## src/rtl/pwm_pkg.sv

```systemverilog
// Shared definitions for the PWM ramp controller: datapath width, clock rate, FSM encoding
// and the command clamp helper.
package pwm_pkg;

  localparam int unsigned PWM_CW = 13;
  localparam int unsigned CLK_HZ = 50_000_000;

  localparam logic ST_IDLE = 1'b0;
  localparam logic ST_RAMP = 1'b1;

  typedef enum logic {
    StIdle = ST_IDLE,
    StRamp = ST_RAMP
  } ramp_state_e;

  // Saturate a requested duty to the period length so the comparator never sees > PERIOD.
  function automatic logic [PWM_CW-1:0] clamp_duty(input logic [PWM_CW-1:0] duty,
                                                    input logic [PWM_CW-1:0] limit);
    return (duty > limit) ? limit : duty;
  endfunction

endpackage

```

## src/rtl/pwm_core.sv

```systemverilog
// Period counter, comparator and registered PWM output. The duty input is the value that
// will be in force on the next cycle, so pwm stays cycle-aligned with counter.
module pwm_core
  import pwm_pkg::*;
#(
  parameter int unsigned PERIOD = 5000,
  parameter int unsigned CW     = PWM_CW
) (
  input  logic          clk,
  input  logic          rst,
  input  logic          en,
  input  logic [CW-1:0] duty,
  output logic [CW-1:0] counter,
  output logic          period_tick,
  output logic          pwm
);

  localparam logic [CW-1:0] LastCount = CW'(PERIOD - 1);

  logic [CW-1:0] counter_q, counter_d;
  logic          pwm_q, pwm_d;

  always_comb begin
    counter_d = '0;
    if (en && (counter_q != LastCount)) begin
      counter_d = counter_q + CW'(1);
    end
    pwm_d = en & (counter_d < duty);
  end

  always_ff @(posedge clk) begin
    if (rst) begin
      counter_q <= '0;
      pwm_q     <= 1'b0;
    end else begin
      counter_q <= counter_d;
      pwm_q     <= pwm_d;
    end
  end

  assign counter     = counter_q;
  assign period_tick = en & (counter_q == LastCount);
  assign pwm         = pwm_q;

endmodule

```

## src/rtl/pwm_ramp_ctrl.sv

```systemverilog
// Duty-command sequencer: accepts a target over valid/ready and slews the live duty toward it
// by at most STEP counts per PWM period, updating only on period boundaries.
module pwm_ramp_ctrl
  import pwm_pkg::*;
#(
  parameter int unsigned PERIOD = 5000,
  parameter int unsigned STEP   = 50,
  parameter int unsigned CW     = PWM_CW
) (
  input  logic          clk,
  input  logic          rst,
  input  logic          en,
  input  logic          cmd_valid,
  output logic          cmd_ready,
  input  logic [CW-1:0] cmd_duty,
  output logic          pwm,
  output logic [CW-1:0] counter,
  output logic [CW-1:0] duty_cur,
  output logic          period_tick,
  output logic          busy
);

  localparam logic [CW-1:0] PeriodC = CW'(PERIOD);
  localparam logic [CW:0]   StepC   = (CW + 1)'(STEP);

  ramp_state_e   state_q, state_d;
  logic [CW-1:0] duty_q, duty_d;
  logic [CW-1:0] target_q, target_d;
  logic [CW-1:0] cmd_clamped;
  logic [CW:0]   diff_up, diff_dn;
  logic          accept;

  always_comb begin
    cmd_ready   = (state_q == StIdle) & ~rst;
    accept      = cmd_valid & cmd_ready;
    cmd_clamped = clamp_duty(cmd_duty, PeriodC);
    // One extra bit keeps the distance-to-target compare free of wrap-around.
    diff_up     = {1'b0, target_q} - {1'b0, duty_q};
    diff_dn     = {1'b0, duty_q} - {1'b0, target_q};
    state_d     = state_q;
    duty_d      = duty_q;
    target_d    = target_q;

    unique case (state_q)
      StIdle: begin
        if (accept) begin
          target_d = cmd_clamped;
          if (cmd_clamped != duty_q) begin
            state_d = StRamp;
          end
        end
      end
      StRamp: begin
        if (period_tick) begin
          if (target_q > duty_q) begin
            duty_d = (diff_up <= StepC) ? target_q : duty_q + StepC[CW-1:0];
          end else begin
            duty_d = (diff_dn <= StepC) ? target_q : duty_q - StepC[CW-1:0];
          end
          if (duty_d == target_q) begin
            state_d = StIdle;
          end
        end
      end
      default: state_d = StIdle;
    endcase
  end

  always_ff @(posedge clk) begin
    if (rst) begin
      state_q  <= StIdle;
      duty_q   <= '0;
      target_q <= '0;
    end else begin
      state_q  <= state_d;
      duty_q   <= duty_d;
      target_q <= target_d;
    end
  end

  pwm_core #(
    .PERIOD (PERIOD),
    .CW     (CW)
  ) u_core (
    .clk         (clk),
    .rst         (rst),
    .en          (en),
    .duty        (duty_d),
    .counter     (counter),
    .period_tick (period_tick),
    .pwm         (pwm)
  );

  assign duty_cur = duty_q;
  assign busy     = (state_q == StRamp);

endmodule

```

## config.mk

```make
export PLATFORM = sky130hd
export DESIGN_NAME = pwm_ramp_ctrl
export DESIGN_NICKNAME = d
export VERILOG_FILES = /design/src/rtl/pwm_pkg.sv /design/src/rtl/pwm_core.sv /design/src/rtl/pwm_ramp_ctrl.sv
export SDC_FILE = /design/constraint.sdc
export NUM_CORES = 1
export LEC_CHECK = 0
export ABC_AREA = 1
export CAP_MARGIN = 20
export CELL_PAD_IN_SITES_DETAIL_PLACEMENT = 0
export CELL_PAD_IN_SITES_GLOBAL_PLACEMENT = 1
export CORE_ASPECT_RATIO = 0.6
export CORE_MARGIN = 2
export CORE_UTILIZATION = 41
export DETAILED_ROUTE_END_ITERATION = 12
export PLACE_DENSITY_LB_ADDON = 0.2
export SETUP_SLACK_MARGIN = 0.4
export SLEW_MARGIN = 20
export SYNTH_ARGS = -nofsm -noshare
export SYNTH_HDL_FRONTEND = slang
export SYNTH_SLANG_ARGS = --single-unit
```

## constraint.sdc

```tcl
create_clock -name clk -period 4.2 [get_ports clk]
set_input_delay 0.84 -clock clk [delete_from_list [all_inputs] [get_ports clk]]
set_output_delay 0.84 -clock clk [all_outputs]
set_load 0.02 [all_outputs]
```

== Word level (Yosys, flattened, before mapping) ==
Index checks and enable logic that the tools add are counted.
W data, S select, Z words.
Storage, ports and cells
  logic and storage cells: 41
  output and inout port bits: 30
  bits in registers: 41
  input bits: 17
Cells by class
  magnitude comparators: 5
  eq/ne operators: 4
  bitwise gates (word level): 6
  mux-type cells: 14
  add/subtract/negate cells: 5
  reduce and logical (&&, ||, !) cells: 2
Operators by type and width (number)
  $mux W13: 9
  $le A14 B6 Y1 const B: 2
  $sub A13 B13 Y14: 2
  $add A13 B1 Y13 const B: 1
  $add A13 B6 Y13 const B: 1
  $eq A13 B13 Y1: 1
  $eq A13 B13 Y1 const B: 1
  $gt A13 B13 Y1: 1
  $gt A13 B13 Y1 const B: 1
  $lt A13 B13 Y1: 1
  $ne A13 B13 Y1: 1
  $ne A13 B13 Y1 const B: 1
  $sub A13 B6 Y13 const B: 1
  $and A1 B1 Y1: 4
  $mux W1: 4
  $not A1 Y1: 2
  $pmux W1 S2: 1
  $reduce_and A2 Y1: 1
  $logic_and A1 B1 Y1: 1

== Depth between registers and ports, before layout ==
Gate-level depths: netlist (run 1).
  depth after elaboration: 10
  mapped depth: 28
  gate-level depth less buffers: 27

== Modules after synthesis ==
From an unflattened synthesis (run 1), not the netlist that was laid out.
Second synthesis, totals
  cells, all modules: 938
  area, all modules: 5398.9 µm²
Modules (own cells, without submodules)
  pwm_ramp_ctrl: times used 1, area each 4312.9 µm², cells each 780, seq. area each 540.5 µm²
  pwm_core: times used 1, area each 1086.0 µm², cells each 158, seq. area each 280.3 µm²

== Least setup slack after synthesis (run 1) ==
No wires, ideal clock.
  path kind: register to register
  start point: register duty_q[6], in the netlist duty_cur[6]
  end point: register u_core.pwm_q, in the netlist u_core.pwm
  required time: 4.130 ns
  period minus slack after synthesis: 3.601 ns
  setup slack: 0.599 ns
  data arrival time: 3.531 ns
  buffers on the path: 3
  setup time: 0.070 ns
  stages on the path, launching flop included: 27
  path through: dfxtp_1 clkbuf_1 inv_1 ha_1 buf_2 nand2_2 inv_1 a21oi_2 nand2_2 nand2_1 nand2_1 nor2_1 nand3_1 nor2_4 nand2_4 buf_6 nand2_1 nand3_1 nand3_1 o21ai_0 ha_1 a21oi_1 nor2_1 a211oi_1 o21a_1 o21ai_0 a21oi_1
On the way
  word-level cells in the longest chain between the ends: 10
  elaborated cells between the ends (all ways): 16
  classes of those cells: add/sub: 4; order compare: 4; mux: 7; bitwise: 1
RTL lines
  start: declaration: line pwm_ramp_ctrl.sv:27  | logic [CW-1:0] duty_q, duty_d;
  start signal: assignment: line pwm_ramp_ctrl.sv:76  | duty_q <= duty_d;
  $sub A13 B13 Y14, on equally long branches: line pwm_ramp_ctrl.sv:39, pwm_ramp_ctrl.sv:38
  $le A14 B6 Y1, on equally long branches: line pwm_ramp_ctrl.sv:58, pwm_ramp_ctrl.sv:56
  $mux W13, on equally long branches: line pwm_ramp_ctrl.sv:58, pwm_ramp_ctrl.sv:56
  $mux W13: line pwm_ramp_ctrl.sv:55  | if (target_q > duty_q) begin
  $mux W13: line pwm_ramp_ctrl.sv:54  | if (period_tick) begin
  $mux W13: line pwm_ramp_ctrl.sv:44  | unique case (state_q)
  $mux W13: line pwm_ramp_ctrl.sv:54
  $mux W13 *: line pwm_ramp_ctrl.sv:44
  $lt A13 B13 Y1 *: line pwm_core.sv:28  | pwm_d = en & (counter_d < duty);
  $and A1 B1 Y1 *: line pwm_core.sv:28
  end signal: assignment: line pwm_core.sv:37  | pwm_q <= pwm_d;
  end: declaration: line pwm_core.sv:21  | logic pwm_q, pwm_d;
Every way passes the cells marked *; elsewhere a longest branch is shown, timed or not. The select of a mux whose other input is x is not followed.
A chain may end at the register's enable or synchronous reset.

== Worst setup path after layout (run 1) ==
  start point: register duty_q[0], in the netlist duty_cur[0]
  end point: register u_core.pwm_q, in the netlist u_core.pwm
The elaborated chain is that of the path after synthesis.

==> results.md, run 1 <==
- Worst EP arrival: 3.78 ns
- Clock power frac: 0.302
- P per Cell Area: 246 nW/um^2
- DRT iter0 DRCs: 612
- CP Max Fanout: 5
- CP Data Required Time: ~4.4 ns
- Site Rows: 31
- Worst slew margin: 0.427
- Number of vias per cell: 5.31
- Critical path class: reg -> reg
- CTS tree: done
- HP Class: reg -> reg
- Port Buf Inserts: 46
- Grt peak-use layer: met1
- GRT Util Overall: 0.272
- Setup violators final: 0
- Tcrit/Tclk final: 0.857
- Combinational group share of total power: 0.438
- Remaining antenna violation count after routing: 0
- Largest net degree at the start of global routing: 42
- Sw power: 0.671 mW
- Setup TNS: 0 ns
- Share of cells above drive strength 1: 0.138
- Crit path setup slack, layout: between 0.5 and 0.6 ns
- Placed insts: 1,127
- Global-route wire length before repair: 29,100 um
- Die ar.: 13,800 sq um
- Net Count, Synth: 971
- VDD IR max: 0.192 mV
- DRT Pass-1 Iters: 5
- CTS Root Cell: clkbuf_16
- Buf/Inv on CP: 2
- CTS H-tree lvls: 2
- Sw Ratio: 0.418
- Drt drc: 0
- Fmax: about 0.28 GHz
- Slew Viols, Final: 0
- Register-to-register setup slack: roughly 0.60 ns
- Final #Nets: 1,043
- Pint: 0.935 mW
- Worst-Margin Slew: 0.858 ns
- Post-Syn Area per Cell: 5.76 sq um
- Grt met2 use: 0.342
- Sink Count: 41
- Crit-path cells: inv_2, ha_1, fa_2, nor2_1, nor3b_2, nand3_1, nand2_1, nor2_1, nor2_4, nand3_2, buf_4, nand2_1, nand3_1, nand3_1, o21ai_1, ha_1, nand2_1, o21a_1, o21ai_1, a21oi_1
- Routed WL per cell: 16.5 um
- Worst-case clock buffer depth: 2
- Static Leakage: 3.16 nW
- Hold-fix buffers at CTS: 0
- Top cell type's share of synthesized area: 0.208
- Finished Layout Cells: 1,149
- Crit. End Element: register
- Synth top area cells: nand2_1 21%, dfxtp_1 16%, nand3_1 10%
- Fin crit period: 3.60 ns
- Pre-CTS WS: 0.275 ns
- CP delay by family, top: simple AND/OR/NAND/NOR gates
- Ports: 47
- GPL Wtd Cong: 0.926
- Final Hold Viols: 0
- Initial antenna violation count: 0
- GRT overflow: 0
- Slowest stage delay, CP: about 0.52 ns
- Syn. warnings: 0
- Mapped Area: 5250 sq um
- Dpl hpwl: 14,900 um
- Skew-Pair Late Insertion Delay: 0.30 ns
- Sequential share of the synthesized area: 0.156
- Met1 Use GR: 0.465
- CTS buffer count: 5
- Die width: approximately 150 um
- Core box area: ~12,000 sq um
- Die Ht: 91.7 um
- Diodes inserted: 0
- Synth cell types: 45
- Met3 Use GR: 0.0502
- RSZ-0062 raised after global routing: false
- Status: completed
- Slowest library cell on the worst path: fa_2
- #FFs+latches synth: 41
- Seq pwr share: 0.260
- Vias in the first global route: 5,308
- Max-Cap Viols: 0
- Initial Util: 0.428
- Final wirelength: 18,900 um
- Reg clk slew, reported paths: roughly 0.07 ns
- Post-synth top area cell: nand2_1
- Clock Skew: ~0.0064 ns
- CP Launch Type: register
- Layout overhead on the synthesized area: 24.4%
- Vias: 6,104
- Worst hold slack: 0.525 ns
- Synth Instances: 911
## layout make-up
cell class / instances / area, sq um
flip-flops and latches: 41 / 828
well taps: 165 / 206
inverters: 135 / 507
clock buffers: 6 / 139
multi-input cells: 712 / 4010
fillers: 1301 / 5720
repair buffers: 88 / 807
clock inverters: 2 / 37.5
## state kept, by name, indices dropped and copies added, names as in the netlist
register        cells
u_core.counter     13
u_core.pwm          1
busy                1
duty_cur           13
target_q           13
## timing repair
item / in CTS / in global routing
cloned: 0 / 2
pin swaps: 1 / 16
setup buffers: 0 / 12
gates resized for setup: 5 / 64
setup endpoints to repair: 1 / 2
## cells in the final DEF (no fill, tap or decap), drive strengths merged, types with 3 or more instances in the layout
cell type,n
nand2,305
a21oi,22
o21ai,27
ha,41
o31ai,5
clkinv,3
a211oi,8
dfxtp,41
nor4,10
buf,42
nand4,27
nor3,21
clkdlybuf4s50,46
inv,132
clkbuf,6
or2,7
xor2,22
nand3,113
nor2,83
## path summary, 6_finish.rpt
path                          start                end  cells after the start
setup / recovery        duty_cur[0]         u_core.pwm                     20
hold / removal    u_core.counter[0]  u_core.counter[0]                      1
setup reg to reg        duty_cur[0]         u_core.pwm                     20
hold reg to reg   u_core.counter[0]  u_core.counter[0]                      1
## power groups by stage
stage          clock network (mW)  registers [mW]  logic (mW)
2_1_floorplan                   0           0.422       0.454
3_3_place_gp                    0           0.426       0.628
3_5_place_dp                    0           0.426       0.620
4_1_cts                     0.485           0.417       0.624
5_1_grt                     0.503           0.420       0.777
6_report                    0.484           0.418       0.704
## cell families (layout without fill, tap and decap cells)
kind of cell	after synthesis	in the layout	synth area share
buffers and inverters	160	231	0.122
DFF	41	41	0.156
AOI/OAI and AO/OA	74	74	0.0863
and+or+nand+nor	569	571	0.491
adders and majority gates	43	43	0.105
xor gates and xnor gates	24	24	0.0400
## through the flow
| stage | util | instance area, sq um | power (mW) |
|---|---|---|---|
| after floorplan | - | 5250 | 0.876 |
| after global placement | 0.491 | 6010 | 1.05 |
| after detailed placement | 0.491 | 6010 | 1.05 |
| after CTS | 0.506 | 6200 | 1.53 |
| after global routing | 0.533 | 6530 | 1.70 |
| final | 0.533 | 6530 | 1.61 |
## worst register-to-register path: stages, from the launching register on
cell and delay [ns]:
dfxtp_4 0.38, inv_2 0.07, ha_1 0.23, fa_2 0.52, nor2_1 0.04, nor3b_2 0.17
nand3_1 0.11, nand2_1 0.09, nor2_1 0.09, nor2_4 0.19, nand3_2 0.21, buf_4 0.20
nand2_1 0.07, nand3_1 0.10, nand3_1 0.10, o21ai_1 0.09, ha_1 0.30, nand2_1 0.10
o21a_1 0.20, o21ai_1 0.17, a21oi_1 0.06
## cell usage after synthesis
master / count
nand2_1: 291
inv_1: 129
nand3_1: 105
nor2_1: 71
dfxtp_1: 41
ha_1: 41
nand4_1: 27
o21ai_0: 22
xor2_1: 22
nor3_1: 21
a21oi_1: 20
clkbuf_1: 12
nand2_2: 12
nor4_1: 10
buf_2: 9
a211oi_1: 8
nand3_2: 6
nor2_2: 6
or2_2: 6
nor2_4: 5
o21ai_1: 5
o31ai_1: 5
buf_6: 3
clkinv_1: 3
inv_2: 3
a21oi_2: 2
and2_1: 2
fa_1: 2
o211ai_2: 2
o21bai_1: 2
o22ai_1: 2
o32ai_1: 2
xnor2_1: 2
a2111oi_0: 1
a221oi_1: 1
a22oi_1: 1
buf_4: 1
nand2_4: 1
nand3_4: 1
nand3b_1: 1
nor2_8: 1
nor2b_1: 1
nor3b_1: 1
o21a_1: 1
or2_1: 1
## per-layer routing
metal / vias to the layer above / wire length (um)
met5: - / 0
met4: 0 / 76
met3: 9 / 1810
met2: 272 / 6820
met1: 2731 / 10200
li1: 3092 / -
Note: power is estimated with default switching activity, not from simulation.
==> run 2: changes to the inputs <==
--- a/config.mk
+++ b/config.mk
@@ -11,7 +11,7 @@
 export CELL_PAD_IN_SITES_GLOBAL_PLACEMENT = 1
 export CORE_ASPECT_RATIO = 0.6
 export CORE_MARGIN = 2
-export CORE_UTILIZATION = 41
+export CORE_UTILIZATION = 44
 export DETAILED_ROUTE_END_ITERATION = 12
 export PLACE_DENSITY_LB_ADDON = 0.2
 export SETUP_SLACK_MARGIN = 0.4
==> constraint.sdc (replaced) <==
create_clock -name clk -period 4.4 [get_ports clk]
set_input_delay 0.88 -clock clk [delete_from_list [all_inputs] [get_ports clk]]
set_output_delay 0.88 -clock clk [all_outputs]
set_load 0.02 [all_outputs]
==> run 2 against run 1 <==
Compared with the run above: first-iteration DRC count is 20% higher; worst hold slack improved by 0.011 ns; maximum frequency fell by 5.0%; power down 7.9%; final cell count decreased by 1.1%; clock power shrank 21%; critical path type unchanged; largest power group unchanged; highest routed layer is now met5.
==> results.md, run 2 (synthesized netlist as in run 1, its figures left out) <==
- Vias: 6,399 (was 6,104)
- Remaining antenna violation count after routing: 0 (unchanged)
- Diodes inserted: 0 (unchanged)
- Sink Count: 41 (unchanged)
- RSZ-0062 raised after global routing: false (unchanged)
- Combinational group share of total power: 0.473 (was 0.438)
- Crit. End Element: register (unchanged)
- Number of vias per cell: 5.63 (was 5.31)
- CTS tree: done (unchanged)
- Fmax: 0.264 GHz (was 0.278 GHz)
- Placed insts: 1,117 (was 1,127)
- Largest net degree at the start of global routing: 42 (unchanged)
- Vias in the first global route: 5,706 (was 5,308)
- GRT Util Overall: 0.313 (was 0.272)
- Slowest library cell on the worst path: ha_2 (was fa_2)
- Tcrit/Tclk final: 0.862 (was 0.857)
- CTS H-tree lvls: 2 (unchanged)
- Status: completed (unchanged)
- Placed cell area: 5990 sq um (was 6010 sq um)
- Worst-case clock buffer depth: 2 (unchanged)
- Final #Nets: 1,035 (was 1,043)
- Crit. Startpoint: duty_cur[3] (was duty_cur[0])
- Skew-Pair Late Insertion Delay: 0.29 ns (was 0.30 ns)
- Post-route design area: 6500 sq um (was 6530 sq um)
- Die ar.: 12,900 sq um (was 13,800 sq um)
- Commonest non-fill, non-tap cells in the layout: 284 x nand2_1, 126 x inv_1, 103 x nand3_1 (was 287 x nand2_1, 127 x inv_1, 100 x nand3_1)
- Slew Viols, Final: 0 (unchanged)
- Routed WL per cell: 17.8 um (was 16.5 um)
- Multi-input gate area: 4030 sq um (was 4010 sq um)
- CTS buffer count: 5 (unchanged)
- Port Buf Inserts: 46 (unchanged)
- Seq pwr share: 0.270 (was 0.260)
- Register-to-register setup slack: 0.61 ns (was 0.60 ns)
- Clock power frac: 0.257 (was 0.302)
- Drt drc: 0 (unchanged)
- Crit path to: u_core.pwm (unchanged)
- Worst-Margin Slew: 0.834 ns (was 0.858 ns)
- CP Data Required Time: 4.63 ns (was 4.38 ns)
- Reg area: 838 sq um (was 828 sq um)
- Reg clk slew, reported paths: 0.06 ns (was 0.07 ns)
- Fill count: 1,158 (was 1,301)
- GRT overflow: 0 (unchanged)
- Finished Layout Cells: 1,136 (was 1,149)
- Share of cells above drive strength 1: 0.134 (was 0.138)
- Sw Ratio: 0.445 (was 0.418)
- Sw power: 0.658 mW (was 0.671 mW)
- Max-Cap Viols: 0 (unchanged)
- P per Cell Area: 227 nW/um^2 (was 246 nW/um^2)
- CP Launch Type: register (unchanged)
- DRT iter0 DRCs: 733 (was 612)
- Fin crit period: 3.79 ns (was 3.60 ns)
- VDD IR max: 0.128 mV (was 0.192 mV)
- Final Hold Viols: 0 (unchanged)
- Layout overhead on the synthesized area: 23.9% (was 24.4%)
- Clock Skew: 0.00273 ns (was 0.00637 ns)
- Commonest non-fill, non-tap cell in the layout: nand2_1 (unchanged)
- Dpl hpwl: 16,100 um (was 14,900 um)
- Pint: 0.821 mW (was 0.935 mW)
- Die Ht: 88.6 um (was 91.7 um)
- Reg2Reg Launch Point: duty_cur[3] (was duty_cur[0])
- HP Class: reg -> reg (unchanged)
- Final wirelength: 20,200 um (was 18,900 um)
- Hold-fix buffers at CTS: 0 (unchanged)
- CTS Root Cell: clkbuf_16 (unchanged)
- GPL Wtd Cong: 1.09 (was 0.926)
- R2R cell count: 18 (was 20)
- CP Max Fanout: 13 (was 5)
- Worst EP arrival: 4.02 ns (was 3.78 ns)
- Global-route wire length before repair: 31,300 um (was 29,100 um)
- Static Leakage: 3.11 nW (was 3.16 nW)
- Ports: 47 (unchanged)
- Slowest stage delay, CP: 0.45 ns (was 0.52 ns)
- Initial Util: 0.459 (was 0.428)
- Crit-path cells: inv_1, ha_2, nand2_2, nor2_4, nand3_1, nand4_1, nand3_2, nor2_8, buf_6, nand4_1, nand2_1, nand2_1, nand3_1, o21ai_1, ha_1, a2111oi_4, o21ai_2, a21oi_1 (was inv_2, ha_1, fa_2, nor2_1, nor3b_2, nand3_1, nand2_1, nor2_1, nor2_4, nand3_2, buf_4, nand2_1, nand3_1, nand3_1, o21ai_1, ha_1, nand2_1, o21a_1, o21ai_1, a21oi_1)
- Worst slew margin: 0.443 (was 0.427)
- Initial antenna violation count: 0 (unchanged)
- Reg2reg end: u_core.pwm (unchanged)
- DRT Pass-1 Iters: 8 (was 5)
- Die width: 145 um (was 150 um)
- Site Rows: 30 (was 31)
- Core box area: 11,400 sq um (was 12,300 sq um)
- Setup violators final: 0 (unchanged)
- Critical path class: reg -> reg (unchanged)
run 2: how the worst min path moves through the flow:
stage,startpoint,endpoint,slack (ns),depth (start not counted)
4_1_cts,u_core.counter[0],u_core.counter[0],0.53,1
5_1_grt,u_core.counter[0],u_core.counter[0],0.57,1
6_report,u_core.counter[0],u_core.counter[0],0.54,1
2_1_floorplan,target_q[5],target_q[5],0.50,2
3_5_place_dp,u_core.counter[0],u_core.counter[0],0.52,1
3_3_place_gp,u_core.counter[0],u_core.counter[0],0.51,1
run 2: per-stage QoR:
stage / power, mW / setup slack [ns] / TNS (ns) / utilization / hold WS [ns]
finish: 1.48 / 0.607 / 0 / 0.568 / 0.536
global route: 1.56 / 0.392 / 0 / 0.568 / 0.568
CTS: 1.41 / 0.403 / 0 / 0.538 / 0.534
detailed placement: 1.03 / -0.0861 / -0.0861 / 0.523 / 0.524
global placement: 1.03 / -0.0964 / -0.0964 / 0.523 / 0.511
floorplan: 0.836 / 0.799 / 0 / - / 0.500
run 2: area by class of cell:
cell class | count | area share
clock buffer | 5 | 0.0192
clock inverter | 3 | 0.00269
inverter | 135 | 0.0785
multi-input combinational | 711 | 0.620
sequential | 41 | 0.129
tap | 160 | 0.0308
timing repair buffer | 81 | 0.120
run 2: what timing repair did:
action | CTS | global route
setup buffers | 0 | 9
resized for setup | 7 | 67
cloned | 0 | 2
pin swaps | 0 | 10
setup endpoints to repair | 1 | 1
run 2: critical path: cells and delay by family, from the launching register on:
| kind | cells | cell delay [ns] |
|---|---|---|
| AO/OA/AOI/OAI | 4 | 0.75 |
| adder cells (fa/ha/maj) | 2 | 0.82 |
| buffers and inverters | 2 | 0.36 |
| flip-flops | 1 | 0.33 |
| AND/OR/NAND/NOR | 10 | 1.47 |
run 2: layer usage:
metal	wire length, um	up-vias	global-route usage	share of wire
met1	10200	2998	0.487	0.50
met4	107	2	0.0414	0.0053
met3	2250	14	0.0851	0.11
met5	54	-	0.0286	0.0027
li1	-	3068	-	-
met2	7600	317	0.429	0.38
run 2: power by group through the flow:
stage | Combinational, mW | Sequential, mW | Clock [mW]
after floorplan | 0.433 | 0.403 | 0
after global placement | 0.619 | 0.407 | 0
after detailed placement | 0.620 | 0.407 | 0
after CTS | 0.626 | 0.398 | 0.384
after global routing | 0.758 | 0.401 | 0.399
final | 0.699 | 0.400 | 0.380
==> run 3: changes to the inputs <==
--- a/config.mk
+++ b/config.mk
@@ -10,7 +10,6 @@
 export CELL_PAD_IN_SITES_DETAIL_PLACEMENT = 0
 export CELL_PAD_IN_SITES_GLOBAL_PLACEMENT = 1
 export CORE_ASPECT_RATIO = 0.6
-export CORE_MARGIN = 2
 export CORE_UTILIZATION = 44
 export DETAILED_ROUTE_END_ITERATION = 12
 export PLACE_DENSITY_LB_ADDON = 0.2
==> run 3 against run 2 <==
Compared with the run above: non-clock buffer count rose by 4; clock skew increased by 0.00061 ns; power up 3.9%; die area fell by 3.6%; sequential power about the same; cell area down 0.23%; maximum frequency is 0.78% higher; first-iteration DRC count is 6.7% lower; critical path type unchanged; critical endpoint unchanged.
==> results.md, run 3 (synthesized netlist as in run 1, its figures left out) <==
- Crit. End Element: register (unchanged)
- Crit-path cells: inv_2, ha_1, inv_1, fa_1, or2_2, a22oi_1, nand3_1, nand3_2, nand3_1, nor2_4, nand2_4, o21ai_1, nand2_1, nand3_1, o21ai_2, ha_1, a21oi_1, nor2_1, a211oi_2, o21ai_2, a21oi_1 (was inv_1, ha_2, nand2_2, nor2_4, nand3_1, nand4_1, nand3_2, nor2_8, buf_6, nand4_1, nand2_1, nand2_1, nand3_1, o21ai_1, ha_1, a2111oi_4, o21ai_2, a21oi_1)
- CTS tree: done (unchanged)
- Crit path setup slack, layout: 0.637 ns (was 0.607 ns)
- Max Used Layer: met4 (was met5)
- DRT iter0 DRCs: 684 (was 733)
- Final #Nets: 1,040 (was 1,035)
- Share of cells above drive strength 1: 0.136 (was 0.134)
- Finished Layout Cells: 1,141 (was 1,136)
- Pre-CTS WS: 0.0904 ns (was -0.0861 ns)
- HP Class: reg -> reg (unchanged)
- CP delay by family, top: simple AND/OR/NAND/NOR gates (unchanged)
- Final Hold Viols: 0 (unchanged)
- CTS buffer count: 5 (unchanged)
- Critical path class: reg -> reg (unchanged)
- VDD IR max: 0.130 mV (was 0.128 mV)
- Drt drc: 0 (unchanged)
- Most used cell, CP: nand3_1
- Fmax: 0.266 GHz (was 0.264 GHz)
- Port Buf Inserts: 46 (unchanged)
- Setup TNS: 0 ns (unchanged)
- Site Rows: 30 (unchanged)
- Die Ht: 86.6 um (was 88.6 um)
- Diodes inserted: 0 (unchanged)
- Slew Viols, Final: 0 (unchanged)
- Commonest non-fill, non-tap cells in the layout: 288 x nand2_1, 127 x inv_1, 101 x nand3_1 (was 284 x nand2_1, 126 x inv_1, 103 x nand3_1)
- Vias in the first global route: 5,433 (was 5,706)
- Largest net degree at the start of global routing: 42 (unchanged)
- Tcrit/Tclk final: 0.855 (was 0.862)
- Worst hold slack: 0.523 ns (was 0.536 ns)
- Worst-case clock buffer depth: 2 (unchanged)
- Static Leakage: 3.15 nW (was 3.11 nW)
- Commonest non-fill, non-tap cell in the layout: nand2_1 (unchanged)
- GRT overflow: 0 (unchanged)
- Core box area: 11,400 sq um (unchanged)
- CP Max Fanout: 7 (was 13)
- Die width: 143 um (was 145 um)
- Max-Cap Viols: 0 (unchanged)
- Crit. Startpoint: target_q[0] (was duty_cur[3])
- M1 wire length: 9940 um (was 10,200 um)
- Remaining antenna violation count after routing: 0 (unchanged)
- Sink Count: 41 (unchanged)
- GRT Util Overall: 0.310 (was 0.313)
- P per Cell Area: 237 nW/um^2 (was 227 nW/um^2)
- Routed WL per cell: 17.4 um (was 17.8 um)
- Placed insts: 1,115 (was 1,117)
- Setup violators final: 0 (unchanged)
- Global-route wire length before repair: 29,100 um (was 31,300 um)
- Ports: 47 (unchanged)
- Dpl hpwl: 15,200 um (was 16,100 um)
- Initial Util: 0.459 (unchanged)
- Worst EP arrival: 3.98 ns (was 4.02 ns)
- Vias: 6,353 (was 6,399)
- Hold Startpoint: u_core.counter[0] (unchanged)
- Die ar.: 12,400 sq um (was 12,900 sq um)
- Status: completed (unchanged)
- Worst slew margin: 0.461 (was 0.443)
- CP Launch Type: register (unchanged)
- Layout overhead on the synthesized area: 23.6% (was 23.9%)
- Slowest library cell on the worst path: fa_1 (was ha_2)
- RSZ-0062 raised after global routing: false (unchanged)
- Slowest stage delay, CP: 0.39 ns (was 0.45 ns)
- Skew-Pair Late Insertion Delay: 0.29 ns (about the same)
- Reg clk slew, reported paths: 0.06 ns (about the same)
- Final wirelength: 19,800 um (was 20,200 um)
- CP Data Required Time: 4.62 ns (was 4.63 ns)
- Met2 Routed Length: 7250 um (was 7600 um)
- Worst-Margin Slew: 0.808 ns (was 0.834 ns)
- Clock Skew: 0.00334 ns (was 0.00273 ns)
- Initial antenna violation count: 0 (unchanged)
- Metal3 WL: 2500 um (was 2250 um)
- CTS H-tree lvls: 2 (unchanged)
- Buf/Inv on CP: 2 (unchanged)
- DRT Pass-1 Iters: 5 (was 8)
- GPL Wtd Cong: 0.982 (was 1.09)
- Reg2Reg Launch Point: target_q[0] (was duty_cur[3])
- CTS Root Cell: clkbuf_16 (unchanged)
- Number of vias per cell: 5.57 (was 5.63)
- Fin crit period: 3.76 ns (was 3.79 ns)
## run 3: cell types whose count changed in the layout (fill, tap and decap cells not counted), sizes merged
cell	previous run	this run
bufinv	0	1
inv	131	132
nand2	304	305
clkinv	5	2
clkinvlp	2	1
clkbuf	6	7
buf	34	39
## run 3: what timing repair did
item	CTS	global route
setup endpoints to repair	1	2
pin swaps	1	13
gates resized for setup	4	66
setup buffers	3	12
cloned	0	3
hold buffers	0	0
## run 3: routing by layer
metal  vias to the layer above  GRT usage
li1                       3082          -
met1                      2908      0.493
met2                       347      0.408
met3                        16     0.0851
met4                         0     0.0332
met5                         -          0
## run 3: area by class of cell
| type | instances | area (sq um) |
|---|---|---|
| clock buffers | 7 | 143 |
| repair buffers | 85 | 782 |
| fillers | 1147 | 4960 |
| flip-flops and latches | 41 | 831 |
| well taps | 160 | 200 |
| clock inverters | 1 | 30.0 |
| inverters | 135 | 510 |
| multi-input cells | 712 | 3990 |
## run 3: report_power, final
group          leakage [nW]  internal [mW]  total [mW]  switching (mW)
Clock                0.0841          0.284       0.441           0.157
Sequential            0.337          0.382       0.399          0.0175
Combinational          2.73          0.225       0.696           0.472
## run 3: worst paths after layout
check / endpoint / slack [ns] / cells past startpoint
worst max register to register: u_core.pwm / 0.64 / 21
worst min-delay path: u_core.counter[0] / 0.52 / 1
worst min register to register: u_core.counter[0] / 0.52 / 1
worst max-delay path: u_core.pwm / 0.64 / 21
## run 3: worst reg2reg max path: cells and delay by family, from the launching register on
| family | cells | cell delay (ns) |
|---|---|---|
| AOI/OAI and AO/OA | 7 | 1.01 |
| buffers and inverters | 2 | 0.18 |
| and+or+nand+nor | 9 | 1.31 |
| adders and majority gates | 3 | 0.84 |
| DFF | 1 | 0.35 |
## run 3: stage by stage
step	utilization	instance area (sq um)	power, mW
floorplan	-	5250	0.836
global placement	0.520	5950	1.00
detailed placement	0.520	5950	1.01
CTS	0.539	6170	1.45
global route	0.567	6490	1.62
finish	0.567	6490	1.54
